### src/rtl/param_sync_fifo_pkg.sv
// Shared constants and helpers for the param_sync_fifo slice.
// The package is named fifo_pkg and is imported by the interface, the storage
// sub-module and the top.
package fifo_pkg;

    localparam int DEF_DATA_W = 16;
    localparam int DEF_DEPTH  = 16;

    // Pointer width for a power-of-two depth; never narrower than one bit.
    function automatic int ptr_width(input int depth);
        return (depth > 1) ? $clog2(depth) : 1;
    endfunction

endpackage

### src/rtl/param_sync_fifo_if.sv
// Handshake/status bundle between a FIFO user (master) and the FIFO (slave).
interface param_sync_fifo_if
    import fifo_pkg::*;
#(
    parameter int DATA_W = DEF_DATA_W,
    parameter int DEPTH  = DEF_DEPTH
);
    logic                     wr_en;
    logic [DATA_W-1:0]        data_in;
    logic                     rd_en;
    logic [DATA_W-1:0]        data_out;
    logic                     full;
    logic                     empty;
    logic                     almost_full;
    logic                     almost_empty;
    logic [$clog2(DEPTH):0]   count;
    logic                     overflow;
    logic                     underflow;

    modport master (
        output wr_en, data_in, rd_en,
        input  data_out, full, empty, almost_full, almost_empty,
               count, overflow, underflow
    );

    modport slave (
        input  wr_en, data_in, rd_en,
        output data_out, full, empty, almost_full, almost_empty,
               count, overflow, underflow
    );
endinterface

### src/rtl/param_sync_fifo_mem_dp.sv
// fifo_mem_dp: DATA_W x DEPTH storage with one synchronous write port and one
// asynchronous read port. Contents are never reset.
module fifo_mem_dp
    import fifo_pkg::*;
#(
    parameter int DATA_W = DEF_DATA_W,
    parameter int DEPTH  = DEF_DEPTH,
    parameter int AW     = ptr_width(DEPTH)
) (
    input  logic              clk,
    input  logic              i_wr_en,
    input  logic [AW-1:0]     i_wr_addr,
    input  logic [DATA_W-1:0] i_wr_data,
    input  logic [AW-1:0]     i_rd_addr,
    output logic [DATA_W-1:0] o_rd_data
);
    logic [DATA_W-1:0] r_mem [DEPTH];

    // Store the incoming word at the write address when the write is accepted.
    always_ff @(posedge clk) begin
        if (i_wr_en) begin
            r_mem[i_wr_addr] <= i_wr_data;
        end
    end

    assign o_rd_data = r_mem[i_rd_addr];
endmodule

### src/rtl/param_sync_fifo.sv
// param_sync_fifo: synchronous FIFO with registered full/empty/almost flags,
// occupancy count and one-cycle overflow/underflow pulses.
// Optional macro FIFO_FWFT_EN selects first-word-fall-through output; when it
// is undefined data_out is a registered copy of the last popped word.
module param_sync_fifo
    import fifo_pkg::*;
#(
    parameter int DATA_W    = DEF_DATA_W,
    parameter int DEPTH     = DEF_DEPTH,
    parameter int AFULL_TH  = DEPTH - 2,
    parameter int AEMPTY_TH = 2
) (
    input  logic               clk,
    input  logic               rst,
    param_sync_fifo_if.slave   bus
);
    localparam int PW = ptr_width(DEPTH);
    localparam int CW = PW + 1;

    logic [PW-1:0]     r_wr_ptr;
    logic [PW-1:0]     r_rd_ptr;
    logic [CW-1:0]     r_count;
    logic              r_full;
    logic              r_empty;
    logic              r_afull;
    logic              r_aempty;
    logic              r_overflow;
    logic              r_underflow;

    logic              w_wr_acc;
    logic              w_rd_acc;
    logic [CW-1:0]     w_count_nxt;
    logic [DATA_W-1:0] w_mem_rd_data;

    // Acceptance uses the registered flags, so a full FIFO never writes through
    // and an empty FIFO never reads through.
    assign w_wr_acc = bus.wr_en && !r_full;
    assign w_rd_acc = bus.rd_en && !r_empty;

    // Next occupancy: the flags are registered from this value.
    always_comb begin
        w_count_nxt = r_count;
        if (w_wr_acc && !w_rd_acc) begin
            w_count_nxt = r_count + CW'(1);
        end else if (w_rd_acc && !w_wr_acc) begin
            w_count_nxt = r_count - CW'(1);
        end
    end

    // Pointers, count, flags and error pulses; reset overrides any request.
    always_ff @(posedge clk) begin
        if (rst) begin
            r_wr_ptr    <= '0;
            r_rd_ptr    <= '0;
            r_count     <= '0;
            r_full      <= 1'b0;
            r_empty     <= 1'b1;
            r_afull     <= 1'b0;
            r_aempty    <= 1'b1;
            r_overflow  <= 1'b0;
            r_underflow <= 1'b0;
        end else begin
            if (w_wr_acc) begin
                r_wr_ptr <= r_wr_ptr + PW'(1);
            end
            if (w_rd_acc) begin
                r_rd_ptr <= r_rd_ptr + PW'(1);
            end
            r_count     <= w_count_nxt;
            r_full      <= (int'(w_count_nxt) == DEPTH);
            r_empty     <= (w_count_nxt == '0);
            r_afull     <= (int'(w_count_nxt) >= AFULL_TH);
            r_aempty    <= (int'(w_count_nxt) <= AEMPTY_TH);
            r_overflow  <= bus.wr_en && r_full;
            r_underflow <= bus.rd_en && r_empty;
        end
    end

    fifo_mem_dp #(
        .DATA_W (DATA_W),
        .DEPTH  (DEPTH),
        .AW     (PW)
    ) u_mem (
        .clk       (clk),
        .i_wr_en   (w_wr_acc),
        .i_wr_addr (r_wr_ptr),
        .i_wr_data (bus.data_in),
        .i_rd_addr (r_rd_ptr),
        .o_rd_data (w_mem_rd_data)
    );

`ifdef FIFO_FWFT_EN
    // Head entry falls through combinationally; forced to zero while empty so
    // that reset and drained states present a clean value.
    assign bus.data_out = r_empty ? '0 : w_mem_rd_data;
`else
    logic [DATA_W-1:0] r_data_out_p1;

    // Capture the popped word on an accepted read; hold otherwise.
    always_ff @(posedge clk) begin
        if (rst) begin
            r_data_out_p1 <= '0;
        end else if (w_rd_acc) begin
            r_data_out_p1 <= w_mem_rd_data;
        end
    end

    assign bus.data_out = r_data_out_p1;
`endif

    assign bus.full         = r_full;
    assign bus.empty        = r_empty;
    assign bus.almost_full  = r_afull;
    assign bus.almost_empty = r_aempty;
    assign bus.count        = r_count;
    assign bus.overflow     = r_overflow;
    assign bus.underflow    = r_underflow;
endmodule

### src/flat_wrapper.sv
// flat-port wrapper written by rule: the top's interface ports become plain ports
module param_sync_fifo_flat import fifo_pkg::*;
#(
    parameter int DATA_W    = DEF_DATA_W,
    parameter int DEPTH     = DEF_DEPTH,
    parameter int AFULL_TH  = DEPTH - 2,
    parameter int AEMPTY_TH = 2
)
  (clk, rst, bus_wr_en, bus_data_in, bus_rd_en, bus_data_out, bus_full, bus_empty, bus_almost_full, bus_almost_empty, bus_count, bus_overflow, bus_underflow);
  param_sync_fifo_if #(.DATA_W(DATA_W), .DEPTH(DEPTH)) bus_i ();
  input  logic clk;
  input  logic rst;
  input wire logic [$bits(bus_i.wr_en)-1:0] bus_wr_en;
  input wire logic [$bits(bus_i.data_in)-1:0] bus_data_in;
  input wire logic [$bits(bus_i.rd_en)-1:0] bus_rd_en;
  output wire logic [$bits(bus_i.data_out)-1:0] bus_data_out;
  output wire logic [$bits(bus_i.full)-1:0] bus_full;
  output wire logic [$bits(bus_i.empty)-1:0] bus_empty;
  output wire logic [$bits(bus_i.almost_full)-1:0] bus_almost_full;
  output wire logic [$bits(bus_i.almost_empty)-1:0] bus_almost_empty;
  output wire logic [$bits(bus_i.count)-1:0] bus_count;
  output wire logic [$bits(bus_i.overflow)-1:0] bus_overflow;
  output wire logic [$bits(bus_i.underflow)-1:0] bus_underflow;
  assign bus_i.wr_en = bus_wr_en;
  assign bus_i.data_in = bus_data_in;
  assign bus_i.rd_en = bus_rd_en;
  assign bus_data_out = bus_i.data_out;
  assign bus_full = bus_i.full;
  assign bus_empty = bus_i.empty;
  assign bus_almost_full = bus_i.almost_full;
  assign bus_almost_empty = bus_i.almost_empty;
  assign bus_count = bus_i.count;
  assign bus_overflow = bus_i.overflow;
  assign bus_underflow = bus_i.underflow;
  param_sync_fifo #(.DATA_W(DATA_W), .DEPTH(DEPTH), .AFULL_TH(AFULL_TH), .AEMPTY_TH(AEMPTY_TH)) u_core (.clk(clk), .rst(rst), .bus(bus_i));
endmodule
### config.mk
export PLATFORM = sky130hd
export DESIGN_NAME = param_sync_fifo_flat
export DESIGN_NICKNAME = d
export VERILOG_FILES = /design/src/rtl/param_sync_fifo_pkg.sv /design/src/rtl/param_sync_fifo_if.sv /design/src/rtl/param_sync_fifo_mem_dp.sv /design/src/rtl/param_sync_fifo.sv /design/src/flat_wrapper.sv
export SDC_FILE = /design/constraint.sdc
export NUM_CORES = 1
export LEC_CHECK = 0
export BUFFER_PORTS_ARGS = -buffer_cell sky130_fd_sc_hd__buf_2
export CORE_ASPECT_RATIO = 1.2
export CORE_MARGIN = 3
export CORE_UTILIZATION = 50
export DETAILED_ROUTE_END_ITERATION = 10
export PLACE_DENSITY = 0.77
export SLEW_MARGIN = 5
export SYNTH_ARGS = -nofsm -noshare
export SYNTH_HDL_FRONTEND = slang
export SYNTH_SLANG_ARGS = --single-unit
### constraint.sdc
create_clock -name clk -period 2.7 [get_ports clk]
set_clock_uncertainty 0.2 [all_clocks]
set_input_delay 0.135 -clock clk [delete_from_list [all_inputs] [get_ports clk]]
set_output_delay 0.135 -clock clk [all_outputs]
set_load 0.03 [all_outputs]
[After elaboration in Yosys (flattened, before gate mapping)]
Memory sizes are Yosys's and may differ from the RTL's. A register that Yosys moved wholly into a read port is not among the register bits.
Cells that the tools add are included.
Storage, ports and cells
  register bits: 19
  bits in writable memories: 256
  input bits: 20
  word-level logic and storage cells: 32
  memories: 1
Cells by class
  add/subtract/negate cells: 4
  $lt $le $gt $ge: 2
  equal/unequal tests: 1
  multiplexer cells: 4
  reductions and logical operators: 11
Memories
  u_core.u_mem.r_mem: depth 16, bits a word 16, read ports 1, clocked after memory_dff 1, wr ports 1, RTL line param_sync_fifo_mem_dp.sv:17  | logic [DATA_W-1:0] r_mem [DEPTH];
Operators with widths (number)
  $mux W5: 2
  $add A4 B1 Y4 const B: 2
  $logic_and A1 B1 Y1: 6
  $add A5 B1 Y5 const B: 1
  $eq A5 B5 Y1 const B: 1
  $ge A5 B4 Y1 const B: 1
  $le A5 B2 Y1 const B: 1
  $logic_not A5 Y1: 1
  $sub A5 B1 Y5 const B: 1
  $logic_not A1 Y1: 4
  $mux W1: 2

[Depth between registers and ports, before layout]
  depth after elaboration: 7
  depth in mapped cells: 7
  gate-level depth less buffers: 7

[Hierarchy]
From an unflattened synthesis, not the netlist that was laid out.
Unflattened totals
  cell total of the unflattened synthesis: 584
  area total of the unflattened synthesis: 11238.3 um2
Modules (own cells, without submodules)
  fifo_mem_dp: instances 1, cells an instance 416, area each 9723.1 um2, sequential area each 7687.4 um2
  param_sync_fifo: instances 1, cells an instance 168, area each 1515.2 um2, sequential area each 700.7 um2

[Worst setup path before layout]
OpenSTA, ideal clock, no wires.
  path kind: flip-flop to flip-flop
  start point: register u_core.r_full (netlist: u_core.bus.full)
  end point: memory u_core.u_mem.r_mem[3][0] in the netlist's numbering (enable)
  arrival time: 1971 ps
  data required time: 2091 ps
  setup slack: 120 ps
  stages on the path, launching flop included: 5
  path buffers: 1
  clock period less this slack: 2580 ps
  cell sequence: dfxtp_1 -> nor2b_1 -> buf_4 -> nand2_1 -> nor3_1
Between the ends
  word-level cells in the longest chain between the ends: 4
RTL lines
  start, declared: RTL line param_sync_fifo.sv:23  | logic r_full;
  start signal, assigned: RTL line param_sync_fifo.sv:70  | r_full <= (int'(w_count_nxt) == DEPTH);
  $logic_not A1 Y1: RTL line param_sync_fifo.sv:37  | assign w_wr_acc = bus.wr_en && !r_full;
  $logic_and A1 B1 Y1: RTL line param_sync_fifo.sv:37
  $mux W1: RTL line param_sync_fifo_mem_dp.sv:21  | if (i_wr_en) begin
  $mux W1 (implied by the code): RTL line param_sync_fifo_mem_dp.sv:22  | r_mem[i_wr_addr] <= i_wr_data;
  end, declared: RTL line param_sync_fifo_mem_dp.sv:17
No other way between the ends.

==> impl_metrics.env <==
export IMPL_final_cell_area_sq_mm=0.0130
export IMPL_core_sq_mm=0.0218
export IMPL_status="complete, no violations"
export IMPL_netlist_area_sq_mm=0.0111
export IMPL_startpoint="u_core.r_rd_ptr[0]"
export IMPL_synthFlopType="edfxtp_1"
export IMPL_pwr_share_comb_pct=12.4
export IMPL_critical_path_cell_chain="buf_4, mux4_2, a22o_1, o21ai_1, a21oi_1"
export IMPL_hold_viol=0
export IMPL_fin_util_pct=59.7
export IMPL_hp_start="u_core.bus.data_out[1]"
export IMPL_tns_ns=0
export IMPL_root_buffer="clkbuf_16"
export IMPL_seqPwrFrac_pct=49.3
export IMPL_clock_latency_ns=0.52
export IMPL_cts_resized=0
export IMPL_area_growth_pct=16.9
export IMPL_total_power_w=0.0104
export IMPL_wl_per_cell_microns=25.1
export IMPL_cts_sinks=291
export IMPL_ys_ff_latch=291
export IMPL_cts_buffer_depth=3
export IMPL_cpPeakStageDelay_ns=0.58
export IMPL_startpoint_type="register"
export IMPL_synth_top_area_share_pct=69.1
export IMPL_powerDensity_mw_per_mm2=800
export IMPL_intPower_w=0.00803
export IMPL_hpwl_mm=13.7
export IMPL_grt_first_pass_wirelength_mm=37.3
export IMPL_grtUsageTotal_pct=20.6
export IMPL_clock_fmax_mhz=458
export IMPL_initial_utilization_pct=51.1
export IMPL_finalSetupViolations=0
export IMPL_ir_worst_vdd_mv=0.489
export IMPL_route_vias_total=5993
export IMPL_power_leakage_nw=4.37
export IMPL_synth_async_sr_flop_share_pct=0
export IMPL_die_height_microns=169
export IMPL_grt_overflow=0
export IMPL_first_pass_iters=5
export IMPL_sw_frac_of_total_pct=22.7
export IMPL_place_congestion=0.881
export IMPL_p_sw_w=0.00236
export IMPL_placed_area_sq_mm=0.0118
export IMPL_final_nets=700
export IMPL_drc=0
export IMPL_rsz0062_at_grt="false"
export IMPL_cts_hold_fix_buffers=21
export IMPL_avgSynthCellArea_sq_um=19.4
export IMPL_share_clk_of_total_power_pct=38.3
export IMPL_synth_nets=601
export IMPL_postRouteAntennaNets=0
export IMPL_cap_violations=0
export IMPL_num_rows=59
export IMPL_cts_setup_buffers=0
export IMPL_dieArea_sq_mm=0.0241
export IMPL_tightestPinTransition_ns=0.776
export IMPL_cts_tree="done"
export IMPL_worstPathRequired_ns=2.87
export IMPL_die_w_microns=142
export IMPL_synth_area_leaders="edfxtp_1 69%, mux4_2 13%, dfxtp_1 6.3%"
export IMPL_post_drt_via_cell_ratio=6.19
export IMPL_cts_htree_levels=1
export IMPL_seq_area_frac_synth_pct=75.4
export IMPL_grt_max_degree=68
export IMPL_crit_arrival_ns=2.35
export IMPL_synth_most_common_cell="edfxtp_1"
export IMPL_io_pins=47
export IMPL_hold_slack_ns=0.253
export IMPL_antenna_found_initial=1
export IMPL_period_needed_ns=2.19
export IMPL_slew_limit_headroom_pct=48.3
export IMPL_drive_above_1_share_pct=28.9
export IMPL_grt_pass1_vias=6163
export IMPL_drt_initial_drc_count=677
export IMPL_ys_types=36
export IMPL_yosys_area_top_type="edfxtp_1"
export IMPL_synth_edf_count=256
export IMPL_slew_viol_final=0
export IMPL_numPortBuffers=46
export IMPL_r2r_start="u_core.r_rd_ptr[0]"
export IMPL_worstSetupPathType="reg -> reg"
export IMPL_cp_end_kind="register"
export IMPL_period_share_pct=80.9
export IMPL_yosys_top_cells_count="256 x edfxtp_1, 64 x mux4_2, 35 x dfxtp_1, 33 x a22o_1"
export IMPL_cts_buffers=26
export IMPL_synth_cells=574
export IMPL_hold_class="reg -> reg"
export IMPL_cts_clk_slew_worst_paths_ns=0.06
export IMPL_crit_slowest_cell="mux4_2"
export IMPL_crit_fanout=14
export IMPL_routed_wirelength_mm=24.3
export IMPL_yosysWarnings=0
power groups by stage:
stage	Sequential [W]	Combinational [W]	Clock, W
finish	0.00513	0.00129	0.00398
global placement	0.00521	0.00121	0
global route	0.00514	0.00140	0.00419
detailed placement	0.00522	0.00126	0
CTS	0.00513	0.00130	0.00401
floorplan	0.00533	0.000806	0
sequential cells by signal, indices dropped and copies added, names as in the netlist:
| register | cells |
|---|---|
| u_core.bus.full | 1 |
| u_core.bus.almost_empty | 1 |
| u_core.bus.data_out | 16 |
| u_core.bus.almost_full | 1 |
| u_core.bus.empty | 1 |
| u_core.bus.underflow | 1 |
| u_core.r_rd_ptr | 4 |
| u_core.u_mem.r_mem | 256 |
| u_core.bus.overflow | 1 |
| u_core.r_wr_ptr | 4 |
| u_core.bus.count | 5 |
routing by layer:
layer	GRT usage, %	share of wire, %	vias up
met5	0	0	-
li1	-	-	2506
met4	7.93	3.4	0
met1	27.4	38	3086
met2	34.4	50	343
met3	3.66	8.5	58
final timing paths:
| check | end | slack, ns | cells past startpoint |
|---|---|---|---|
| max | u_core.bus.data_out[9] | 0.51 | 5 |
| min reg2reg | u_core.bus.data_out[1] | 0.25 | 2 |
| min | u_core.bus.data_out[1] | 0.25 | 2 |
| max reg2reg | u_core.bus.data_out[9] | 0.51 | 5 |
critical path, delay by kind of cell, from the launching register on:
family          cells  cell delay [ns]
mux                 1             0.58
flops               1             0.46
compound gates      3             0.46
buf+inv             1             0.33
stage by stage:
stage	cells	worst slack, ns
after floorplan	574	0.120
after CTS	967	0.482
after global routing	968	0.387
final	968	0.514
after detailed placement	898	0.543
after global placement	898	0.582
cell type report:
cell class	instances	area, sq um
flip-flops and latches	291	8390
diodes	1	2.50
multi-input cells	244	2550
repair buffers	104	743
well taps	274	343
inverters	6	22.5
fillers	1454	8780
clock buffers	31	701
clock inverters	17	240
logic make-up after synthesis:
logic type      after synthesis  synth area share, %
buf+inv                      39                 1.82
flops                       291                 75.4
simple gates                 85                 3.34
fa+ha+maj                     7                0.788
mux                          65                 13.1
xor+xnor                      9                0.709
compound gates               78                 4.86
placed cells by master, fill, tap and decap left out, drive strengths merged, types with 7 or more instances in the layout:
cell | Yosys | layout
edfxtp | 256 | 256
buf | 18 | 83
mux4 | 64 | 64
dfxtp | 35 | 35
a22o | 33 | 33
clkbuf | 15 | 31
nand2 | 30 | 30
nor2 | 30 | 30
a21oi | 21 | 21
dlygate4sd3 | 0 | 21
o21ai | 17 | 17
clkinv | 0 | 10
ha | 7 | 7
No activity file was read; power rests on OpenSTA's default activity.
